--- src/rtl/mul_array_pipe_pkg.sv ---
// Shared single-precision field layout, widths and pipeline metadata
// for the Goldschmidt multiplier datapath.
package mul_array_pipe_pkg;

    localparam int FLOAT_W       = 32;
    localparam int SIG_W         = 24;
    localparam int PROD_W        = 48;
    localparam int EXP_W         = 11;
    localparam int EXP_BIAS_IEEE = 127;
    localparam logic [7:0] EXP_INF = 8'hFF;

    typedef struct packed {
        logic        sign;
        logic [7:0]  exp;
        logic [22:0] frac;
    } float_t;

    // Sign, biased exponent and special-case flags that ride alongside the partial products
    typedef struct packed {
        logic                    sign;
        logic signed [EXP_W-1:0] exp;
        logic                    zero;
        logic                    inf;
    } meta_t;

    function automatic logic [SIG_W-1:0] significand(input float_t f);
        return {f.exp != 8'd0, f.frac};
    endfunction

endpackage

--- src/rtl/mul_array_pipe_if.sv ---
// Operand taps from the input FIFO plus the product/status returned to the divider.
interface mul_array_pipe_if;
    import mul_array_pipe_pkg::*;

    logic               in_valid;
    logic [FLOAT_W-1:0] stage0_a;
    logic [FLOAT_W-1:0] stage0_b;
    logic [FLOAT_W-1:0] stage1_a;
    logic [FLOAT_W-1:0] stage1_b;
    logic [FLOAT_W-1:0] stage2_a;
    logic [FLOAT_W-1:0] stage2_b;
    logic [FLOAT_W-1:0] p_out;
    logic               p_valid;
    logic               sync_err;

    modport master (
        output in_valid, stage0_a, stage0_b, stage1_a, stage1_b, stage2_a, stage2_b,
        input  p_out, p_valid, sync_err
    );

    modport slave (
        input  in_valid, stage0_a, stage0_b, stage1_a, stage1_b, stage2_a, stage2_b,
        output p_out, p_valid, sync_err
    );

endinterface

--- src/rtl/mul_array_pipe_pp_slice.sv ---
// One partial-product stage: registers acc_in + (a * b_slice << SHIFT) with its valid bit.
module mul_array_pipe_pp_slice
    import mul_array_pipe_pkg::*;
#(
    parameter int W         = 10,
    parameter int ACC_IN_W  = 1,
    parameter int ACC_OUT_W = 34,
    parameter int SHIFT     = 0
) (
    input  logic                 clk,
    input  logic                 clear_b,
    input  logic [SIG_W-1:0]     a,
    input  logic [W-1:0]         b,
    input  logic [ACC_IN_W-1:0]  acc_in,
    input  logic                 valid_in,
    output logic [ACC_OUT_W-1:0] acc_out,
    output logic                 valid_out
);

    logic [SIG_W+W-1:0]   prod;
    logic [ACC_OUT_W-1:0] acc_next;
    logic [ACC_OUT_W-1:0] acc_reg;
    logic                 valid_reg;

    assign prod     = {{W{1'b0}}, a} * {{SIG_W{1'b0}}, b};
    assign acc_next = ACC_OUT_W'(acc_in) + (ACC_OUT_W'(prod) << SHIFT);

    always_ff @(posedge clk or negedge clear_b) begin
        if (!clear_b) begin
            acc_reg   <= '0;
            valid_reg <= 1'b0;
        end else begin
            valid_reg <= valid_in;
            if (valid_in) begin
                acc_reg <= acc_next;
            end
        end
    end

    assign acc_out   = acc_reg;
    assign valid_out = valid_reg;

endmodule

--- src/rtl/mul_array_pipe.sv ---
// 3-stage significand array multiplier with exponent/flag pipeline, operand
// consistency checking and a normalise/pack output register (4-cycle latency).
module mul_array_pipe
    import mul_array_pipe_pkg::*;
#(
    parameter int W_LO     = 10,
    parameter int W_MID    = 10,
    parameter int W_HI     = 4,
    parameter int EXP_BIAS = EXP_BIAS_IEEE
) (
    input  logic             clk,
    input  logic             clear_b,
    mul_array_pipe_if.slave  bus
);

    localparam int ACC1_W = SIG_W + W_LO;
    localparam int ACC2_W = SIG_W + W_LO + W_MID;

    generate
        if (W_LO + W_MID + W_HI != SIG_W) begin : g_split_check
            $error("b significand slices must add up to 24 bits");
        end
    endgenerate

    float_t fa0, fb0, fa1, fb1, fa2, fb2;
    logic [SIG_W-1:0] ma0, mb0, ma1, mb1, ma2, mb2;

    assign fa0 = bus.stage0_a;
    assign fb0 = bus.stage0_b;
    assign fa1 = bus.stage1_a;
    assign fb1 = bus.stage1_b;
    assign fa2 = bus.stage2_a;
    assign fb2 = bus.stage2_b;

    assign ma0 = significand(fa0);
    assign mb0 = significand(fb0);
    assign ma1 = significand(fa1);
    assign mb1 = significand(fb1);
    assign ma2 = significand(fa2);
    assign mb2 = significand(fb2);

    logic [ACC1_W-1:0] acc1;
    logic [ACC2_W-1:0] acc2;
    logic [PROD_W-1:0] acc3;
    logic              v1, v2, v3;

    mul_array_pipe_pp_slice #(
        .W(W_LO), .ACC_IN_W(1), .ACC_OUT_W(ACC1_W), .SHIFT(0)
    ) u_slice_lo (
        .clk(clk), .clear_b(clear_b),
        .a(ma0), .b(mb0[W_LO-1:0]), .acc_in(1'b0), .valid_in(bus.in_valid),
        .acc_out(acc1), .valid_out(v1)
    );

    mul_array_pipe_pp_slice #(
        .W(W_MID), .ACC_IN_W(ACC1_W), .ACC_OUT_W(ACC2_W), .SHIFT(W_LO)
    ) u_slice_mid (
        .clk(clk), .clear_b(clear_b),
        .a(ma1), .b(mb1[W_LO+W_MID-1:W_LO]), .acc_in(acc1), .valid_in(v1),
        .acc_out(acc2), .valid_out(v2)
    );

    mul_array_pipe_pp_slice #(
        .W(W_HI), .ACC_IN_W(ACC2_W), .ACC_OUT_W(PROD_W), .SHIFT(W_LO + W_MID)
    ) u_slice_hi (
        .clk(clk), .clear_b(clear_b),
        .a(ma2), .b(mb2[SIG_W-1:W_LO+W_MID]), .acc_in(acc2), .valid_in(v2),
        .acc_out(acc3), .valid_out(v3)
    );

    // Only part of each significand feeds a given slice; truncated product LSBs are discarded
    logic unused_bits;
    assign unused_bits = ^{mb0[SIG_W-1:W_LO], mb1[W_LO-1:0], mb1[SIG_W-1:W_LO+W_MID],
                           mb2[W_LO+W_MID-1:0], acc3[22:0]};

    meta_t             s1_meta_next;
    meta_t             s1_meta_reg, s2_meta_reg, s3_meta_reg;
    logic [FLOAT_W-1:0] s1_a_reg, s1_b_reg, s2_a_reg, s2_b_reg;
    logic              sync_err_next, sync_err_reg;
    logic [FLOAT_W-1:0] p_out_next, p_out_reg;
    logic              p_valid_reg;

    always_comb begin
        s1_meta_next      = '0;
        s1_meta_next.sign = fa0.sign ^ fb0.sign;
        s1_meta_next.exp  = EXP_W'({3'b000, fa0.exp}) + EXP_W'({3'b000, fb0.exp})
                          - EXP_W'(EXP_BIAS);
        s1_meta_next.zero = (fa0.exp == 8'd0) || (fb0.exp == 8'd0);
        s1_meta_next.inf  = (fa0.exp == EXP_INF) || (fb0.exp == EXP_INF);
    end

    // Taps must match the copy captured when the pair entered; mismatch latches until reset
    always_comb begin
        sync_err_next = sync_err_reg;
        if (v1 && ((bus.stage1_a != s1_a_reg) || (bus.stage1_b != s1_b_reg))) begin
            sync_err_next = 1'b1;
        end
        if (v2 && ((bus.stage2_a != s2_a_reg) || (bus.stage2_b != s2_b_reg))) begin
            sync_err_next = 1'b1;
        end
    end

    logic signed [EXP_W-1:0] exp_adj;
    logic [22:0]             man;

    always_comb begin
        exp_adj    = s3_meta_reg.exp + (acc3[PROD_W-1] ? 11'sd1 : 11'sd0);
        man        = acc3[PROD_W-1] ? acc3[46:24] : acc3[45:23];
        p_out_next = {s3_meta_reg.sign, exp_adj[7:0], man};
        if (s3_meta_reg.zero) begin
            p_out_next = {s3_meta_reg.sign, 31'b0};
        end else if (s3_meta_reg.inf) begin
            p_out_next = {s3_meta_reg.sign, EXP_INF, 23'b0};
        end else if (exp_adj >= 11'sd255) begin
            p_out_next = {s3_meta_reg.sign, EXP_INF, 23'b0};
        end else if (exp_adj <= 11'sd0) begin
            p_out_next = {s3_meta_reg.sign, 31'b0};
        end
    end

    always_ff @(posedge clk or negedge clear_b) begin
        if (!clear_b) begin
            s1_meta_reg  <= '0;
            s2_meta_reg  <= '0;
            s3_meta_reg  <= '0;
            s1_a_reg     <= '0;
            s1_b_reg     <= '0;
            s2_a_reg     <= '0;
            s2_b_reg     <= '0;
            sync_err_reg <= 1'b0;
            p_out_reg    <= '0;
            p_valid_reg  <= 1'b0;
        end else begin
            if (bus.in_valid) begin
                s1_meta_reg <= s1_meta_next;
                s1_a_reg    <= bus.stage0_a;
                s1_b_reg    <= bus.stage0_b;
            end
            if (v1) begin
                s2_meta_reg <= s1_meta_reg;
                s2_a_reg    <= s1_a_reg;
                s2_b_reg    <= s1_b_reg;
            end
            if (v2) begin
                s3_meta_reg <= s2_meta_reg;
            end
            sync_err_reg <= sync_err_next;
            p_valid_reg  <= v3;
            if (v3) begin
                p_out_reg <= p_out_next;
            end
        end
    end

    assign bus.p_out    = p_out_reg;
    assign bus.p_valid  = p_valid_reg;
    assign bus.sync_err = sync_err_reg;

endmodule

--- src/flat_wrapper.sv ---
// flat-port wrapper written by rule: the top's interface ports become plain ports
module mul_array_pipe_flat import mul_array_pipe_pkg::*;
#(
    parameter int W_LO     = 10,
    parameter int W_MID    = 10,
    parameter int W_HI     = 4,
    parameter int EXP_BIAS = EXP_BIAS_IEEE
)
  (clk, clear_b, bus_in_valid, bus_stage0_a, bus_stage0_b, bus_stage1_a, bus_stage1_b, bus_stage2_a, bus_stage2_b, bus_p_out, bus_p_valid, bus_sync_err);
  mul_array_pipe_if bus_i ();
  input  logic clk;
  input  logic clear_b;
  input wire logic [$bits(bus_i.in_valid)-1:0] bus_in_valid;
  input wire logic [$bits(bus_i.stage0_a)-1:0] bus_stage0_a;
  input wire logic [$bits(bus_i.stage0_b)-1:0] bus_stage0_b;
  input wire logic [$bits(bus_i.stage1_a)-1:0] bus_stage1_a;
  input wire logic [$bits(bus_i.stage1_b)-1:0] bus_stage1_b;
  input wire logic [$bits(bus_i.stage2_a)-1:0] bus_stage2_a;
  input wire logic [$bits(bus_i.stage2_b)-1:0] bus_stage2_b;
  output wire logic [$bits(bus_i.p_out)-1:0] bus_p_out;
  output wire logic [$bits(bus_i.p_valid)-1:0] bus_p_valid;
  output wire logic [$bits(bus_i.sync_err)-1:0] bus_sync_err;
  assign bus_i.in_valid = bus_in_valid;
  assign bus_i.stage0_a = bus_stage0_a;
  assign bus_i.stage0_b = bus_stage0_b;
  assign bus_i.stage1_a = bus_stage1_a;
  assign bus_i.stage1_b = bus_stage1_b;
  assign bus_i.stage2_a = bus_stage2_a;
  assign bus_i.stage2_b = bus_stage2_b;
  assign bus_p_out = bus_i.p_out;
  assign bus_p_valid = bus_i.p_valid;
  assign bus_sync_err = bus_i.sync_err;
  mul_array_pipe #(.W_LO(W_LO), .W_MID(W_MID), .W_HI(W_HI), .EXP_BIAS(EXP_BIAS)) u_core (.clk(clk), .clear_b(clear_b), .bus(bus_i));
endmodule
--- config.mk ---
export PLATFORM = sky130hd
export DESIGN_NAME = mul_array_pipe_flat
export DESIGN_NICKNAME = d
export VERILOG_FILES = /design/src/rtl/mul_array_pipe_pkg.sv /design/src/rtl/mul_array_pipe_if.sv /design/src/rtl/mul_array_pipe_pp_slice.sv /design/src/rtl/mul_array_pipe.sv /design/src/flat_wrapper.sv
export SDC_FILE = /design/constraint.sdc
export NUM_CORES = 2
export LEC_CHECK = 0
export CORE_MARGIN = 2
export CORE_UTILIZATION = 30
export DETAILED_ROUTE_END_ITERATION = 16
export PLACE_DENSITY = 0.52
export SLEW_MARGIN = 20
export SYNTH_ARGS = -nofsm -noshare
export SYNTH_HDL_FRONTEND = slang
export SYNTH_SLANG_ARGS = --single-unit
--- constraint.sdc ---
create_clock -name clk -period 4.23 [get_ports clk]
set_input_delay 0.6345 -clock clk [delete_from_list [all_inputs] [get_ports clk]]
set_output_delay 0.6345 -clock clk [all_outputs]
set_load 0.03 [all_outputs]
# Word-level counts from Yosys, hierarchy flattened
# Index checks and enable logic that the tools add are counted.
[word_totals]
register_bits = 333
elab_cells = 63
[op_classes]
order_cmp = 2
n_mul = 3
n_addsub = 5
bitwise_logic = 1
mux = 8
eq_ne = 6
n_reduce_logical = 13
[ops]
columns = ["cell", "count"]
rows = [
  ["32-bit inequality test", 4],
  ["31-bit 2-to-1 mux", 4],
  ["24-bit by 10-bit multiplier with 34-bit output", 2],
  ["44-bit by 48-bit adder with 48-bit output", 1],
  ["34-bit by 44-bit adder with 44-bit output", 1],
  ["8-bit nonzero test", 4],
  ["24-bit by 4-bit multiplier with 28-bit output", 1],
  ["23-bit 2-to-1 mux", 1],
  ["8-bit equality test (second input constant)", 2],
  ["8-bit logical NOT", 2],
  ["11-bit adder", 1],
  ["11-bit by 9-bit >= comparator with 1-bit output (second input constant)", 1],
  ["11-bit by 1-bit <= comparator with 1-bit output (second input constant)", 1],
  ["11-bit by 7-bit subtractor with 11-bit output (second input constant)", 1],
  ["8-bit by 8-bit adder with 9-bit output", 1],
  ["1-bit logical OR", 4],
  ["1-bit 2-to-1 mux", 3],
  ["1-bit logical AND", 2],
  ["2-bit nonzero test", 1],
  ["1-bit bitwise XOR", 1],
]

# Longest topological paths before layout
[depth]
word_depth = 7
depth_mapped = 34

# By module
# A second synthesis with hierarchy kept.
[unflattened]
cells_unflattened = 3709
area_unflattened_um2 = 35987.0
[by_module_without_submodules]
columns = ["mod", "area_per_inst_um2", "cells_per_inst", "seq_area_each_um2", "n_inst"]
rows = [
  ["mul_array_pipe_pp_slice at u_core.u_slice_mid", 10824.1, 1250, 1126.1, 1],
  ["mul_array_pipe", 10112.2, 795, 5029.8, 1],
  ["mul_array_pipe_pp_slice at u_core.u_slice_lo", 9038.7, 991, 875.8, 1],
  ["mul_array_pipe_pp_slice at u_core.u_slice_hi", 6012.0, 673, 1226.2, 1],
]

# Least setup slack after synthesis
# No wires, ideal clock.
[synth_timing]
path_kind = "in2reg"
from = "input port bus_stage1_b[11]"
to = "register u_core.u_slice_mid.acc_reg[38], in the netlist u_core.u_slice_mid.acc_out[38]"
path_stages = 32
n_path_buf = 2
required_ns = 4.105
path_slack_ns = -3.553
t_arrival_ns = 7.658
cell_sequence = "clkbuf_1 -> clkbuf_1 -> nand2_1 -> fa_1 -> inv_1 -> fa_1 -> fa_1 -> fa_1 -> inv_1 -> fa_1 -> inv_1 -> ha_1 -> a211oi_1 -> nor2_1 -> a211oi_2 -> nand2_1 -> nand2_1 -> nand2_1 -> a31oi_1 -> o21bai_1 -> a21oi_1 -> xnor2_1 -> ha_1 -> nand3_1 -> nor2_1 -> a311o_1 -> a41o_1 -> and2_1 -> o41ai_4 -> nor2_1 -> xnor2_1 -> mux2_2"
[synth_via]
elab_chain_cells = 2
[synth_lines]
columns = ["item", "line", "text"]
rows = [
  ["start, declared", "flat_wrapper.sv:17", "input wire logic [$bits(bus_i.stage1_b)-1:0] bus_stage1_b;"],
  ["24-bit by 10-bit multiplier with 34-bit output", "mul_array_pipe_pp_slice.sv:25", "assign prod = {{W{1'b0}}, a} * {{SIG_W{1'b0}}, b};"],
  ["34-bit by 44-bit adder with 44-bit output", "mul_array_pipe_pp_slice.sv:26", "assign acc_next = ACC_OUT_W'(acc_in) + (ACC_OUT_W'(prod) << SHIFT);"],
  ["end signal, assigned", "mul_array_pipe_pp_slice.sv:35", "acc_reg <= acc_next;"],
  ["end, declared", "mul_array_pipe_pp_slice.sv:22", "logic [ACC_OUT_W-1:0] acc_reg;"],
]
# Every way passes these cells.
# A chain may end at the register's enable or synchronous reset.

# Final worst setup path
[layout_timing]
from = "input port bus_stage1_b[16]"
to = "register u_core.u_slice_mid.acc_reg[34], in the netlist u_core.u_slice_mid.acc_out[34]"
# Same word-level chain as after synthesis.

==> results.cfg <==
[routing]
drt_wl_total_um = 108700
vias = 26570
dr.pass1.iters = 6
first_iter_violations = 1367
drc = 0
wl_per_cell_um = 19.36
ant_nets = 0
vias_per_cell = 4.733

[worst_setup_path]
cp_num_buf_inv = 6
r2r-end = u_core.bus.p_out[14]
critPathSlowestCell = fa_1
cp-end-kind = flip-flop
path_class = in2reg
worst_path_largest_cell_delay_ns = 0.55
crit_top_cell = fa_1
cp.arrival_ns = 7.18
worst_setup_path_start_kind = input pin
cp_top_family = adder cells
r2r_start = u_core.u_slice_hi.acc_out[47]
cp.depth = 30
crit_required_ns = 4.66
r2r_cells = 10
r2r_slack_ns = 0.54
path_max_fanout = 5

[global_routing]
use_met1_pct = 28.71
grt_usage_pct = 19.84
grt_overflow_total = 0
antenna_found_initial = 12
grt_pass1_vias = 27910
grt-busiest-layer = met2
grt_util_met2_pct = 30.52
grt_pass1_wl_um = 168400
grt_max_degree = 113
met3_usage_pct = 3.940

[final_layout]
final_area_mm2 = 0.04530
drive_gt1_share_pct = 34.22
final_nets = 4998
final_cells = 5615
post-route-util_pct = 42.49
synthToLayoutAreaGrowth_pct = 40.91
regArea_mm2 = 0.007014
multi_input_area_mm2 = 0.02502
num-fill-cells = 10500

[floorplan]
die_w_um = 331.4
dieArea_mm2 = 0.1098
io_pins = 229
initial_utilization_pct = 30.16
die_h_um = 331.4
row_count = 120
core_mm2 = 0.1066

[outcome]
status = finished, violations left
failed_checks = setup timing

[placed_design]
place_inst = 5398
dpl_cell_area_mm2 = 0.04095
io_buffer_count = 228
globalplace.congestion = 0.9008
hpwl_um = 87700
dpl_worst_slack_ns = -3.605

[run]
drv_cap = 0

[clock_network]
clockRootBuffer = clkbuf_16
cts_made_buffers = 36
ctsLongestPathBuffers = 3
h-tree-depth = 2
clock-sinks = 280
clkLatencyLatePin_ns = 0.57
cts_tree = yes
clk_pin_slew_ns = 0.06

[hold_path]
hp-class = reg2reg
min_delay_path_depth = 1
min_to = u_core.s3_meta_reg[2]
hp-start = u_core.s2_meta_reg[2]

[sta]
setup_viol = 68
slew_headroom_pct = 31.49
min_period_over_period_pct = 159.5
worst_pin_slew_ns = 1.028
clock_skew_ns = 0.02945
fmax_mhz = 148.2
fin_ws_ns = -2.516
timing.final.crit_period_ns = 6.746
rsz0062_at_grt = yes
final_hold_viol_count = 0
drv_slew = 0

[yosys]
synth.distinct_cells = 85
seq_area_frac_synth_pct = 21.80
avgSynthCellArea_um2 = 9.651
yosys-mux-area-fraction_pct = 8.205
synthXorXnorAreaFrac_pct = 6.947
synthSimpleGateAreaFrac_pct = 14.56
synth_fa_ha_area_share_pct = 33.21
synthFlopType = dfrtp_1
synthCells = 3331
yosysWarningCount = 0
synth_nets = 4144
synth_compound_area_share_pct = 8.127
ys_ff_latch = 280
synth-edff-count = 0
synthArstFlopShare_pct = 100.0
syn_area_mm2 = 0.03215
synth_top_family_by_area = adder cells
-- stage by stage --
step                setup TNS (ns)  hold WS (ns)
floorplan                   -97.80        0.3389
finish                      -95.77        0.4956
detailed placement         -163.64        0.4895
global route               -108.97        0.5145
global placement           -162.26        0.4772
CTS                         -94.31        0.4933
-- logic make-up after synthesis --
logic type	count (synthesis)
simple gates	942
fa+ha+maj	618
buf+inv	605
compound gates	394
flops	280
xor+xnor	255
mux	237
-- cells in the mapped netlist (6+ instances only) --
master    number  area share [%]
inv_1        452             5.3
nand2_1      400             4.7
fa_1         392              24
dfrtp_1      280              22
and2_1       239             4.7
ha_1         226             8.8
mux2_2       212             7.4
xnor2_1      211             5.7
clkbuf_1     142             1.7
a21oi_1      129             2.0
nor2_1        91             1.1
nand4_1       49            0.95
o21ai_0       49            0.76
xor2_1        44             1.2
a21o_1        37            0.86
nand3_1       32            0.50
o22ai_1       31            0.60
mux2i_1       25            0.78
nor3_1        25            0.39
nor4_1        21            0.41
o21bai_1      20            0.47
o21a_1        18            0.42
and3_1        17            0.33
nor2b_1       14            0.27
nand2b_1      12            0.23
o31ai_1       11            0.26
a211oi_1      10            0.23
or3_1         10            0.19
a31oi_1        9            0.18
o211ai_1       8            0.19
o21ai_1        7            0.11
a21boi_0       6            0.14
and4_1         6            0.16
or2_2          6            0.12
-- worst max path at each step --
stage,startpoint,endpoint,slack (ns)
2_1_floorplan,bus_stage1_b[13],u_core.u_slice_mid.acc_out[38],-2.97
3_3_place_gp,bus_stage1_b[14],u_core.u_slice_mid.acc_out[34],-3.56
3_5_place_dp,bus_stage1_b[14],u_core.u_slice_mid.acc_out[34],-3.60
4_1_cts,bus_stage1_b[18],u_core.u_slice_mid.acc_out[34],-2.48
5_1_grt,bus_stage1_b[16],u_core.u_slice_mid.acc_out[38],-2.75
6_report,bus_stage1_b[16],u_core.u_slice_mid.acc_out[34],-2.52
-- metal layers --
metal / vias up / share of wire, %
met5: - / 0.012
met4: 2 / 2.2
met3: 119 / 6.1
met2: 592 / 44
met1: 13360 / 48
li1: 12500 / -
-- what timing repair did --
| item | in CTS | in global routing |
|---|---|---|
| setup buffers | 118 | 76 |
| endpoints found under the hold margin | 31 | 0 |
| pin swaps | 177 | 220 |
| cloned | 5 | 0 |
| gates resized for setup | 477 | 306 |
| hold buffers | 1 | 0 |
| setup endpoints to repair | 71 | 70 |
-- final cells by class --
cell class / instances / area share, %
Clock buffer: 49 / 2.185
Inverter: 453 / 3.765
Sequential cell: 280 / 15.48
Tap cell: 1403 / 3.875
Antenna cell: 1 / 0.005524
Multi-Input combinational cell: 2446 / 55.22
Timing Repair Buffer: 968 / 18.99
Clock inverter: 15 / 0.4778
-- cell usage in the layout (no fill, tap or decap), drive strengths merged, types with 25 or more instances in the layout --
cell type / Yosys / routed
a21oi: 132 / 132
nor2: 91 / 91
clkdlybuf4s50: 0 / 147
nand3: 32 / 32
mux2: 212 / 212
dfrtp: 280 / 280
nor3: 26 / 26
o22ai: 31 / 31
xor2: 44 / 44
mux2i: 25 / 25
clkbuf: 143 / 60
ha: 226 / 226
inv: 453 / 458
o21ai: 57 / 57
fa: 392 / 392
and2: 239 / 239
buf: 9 / 781
nand4: 49 / 49
nand2: 402 / 402
a21o: 39 / 39
xnor2: 211 / 211
Power is not shown: default switching activity piles up to over one toggle a cycle in this logic, so the estimate is an artifact.
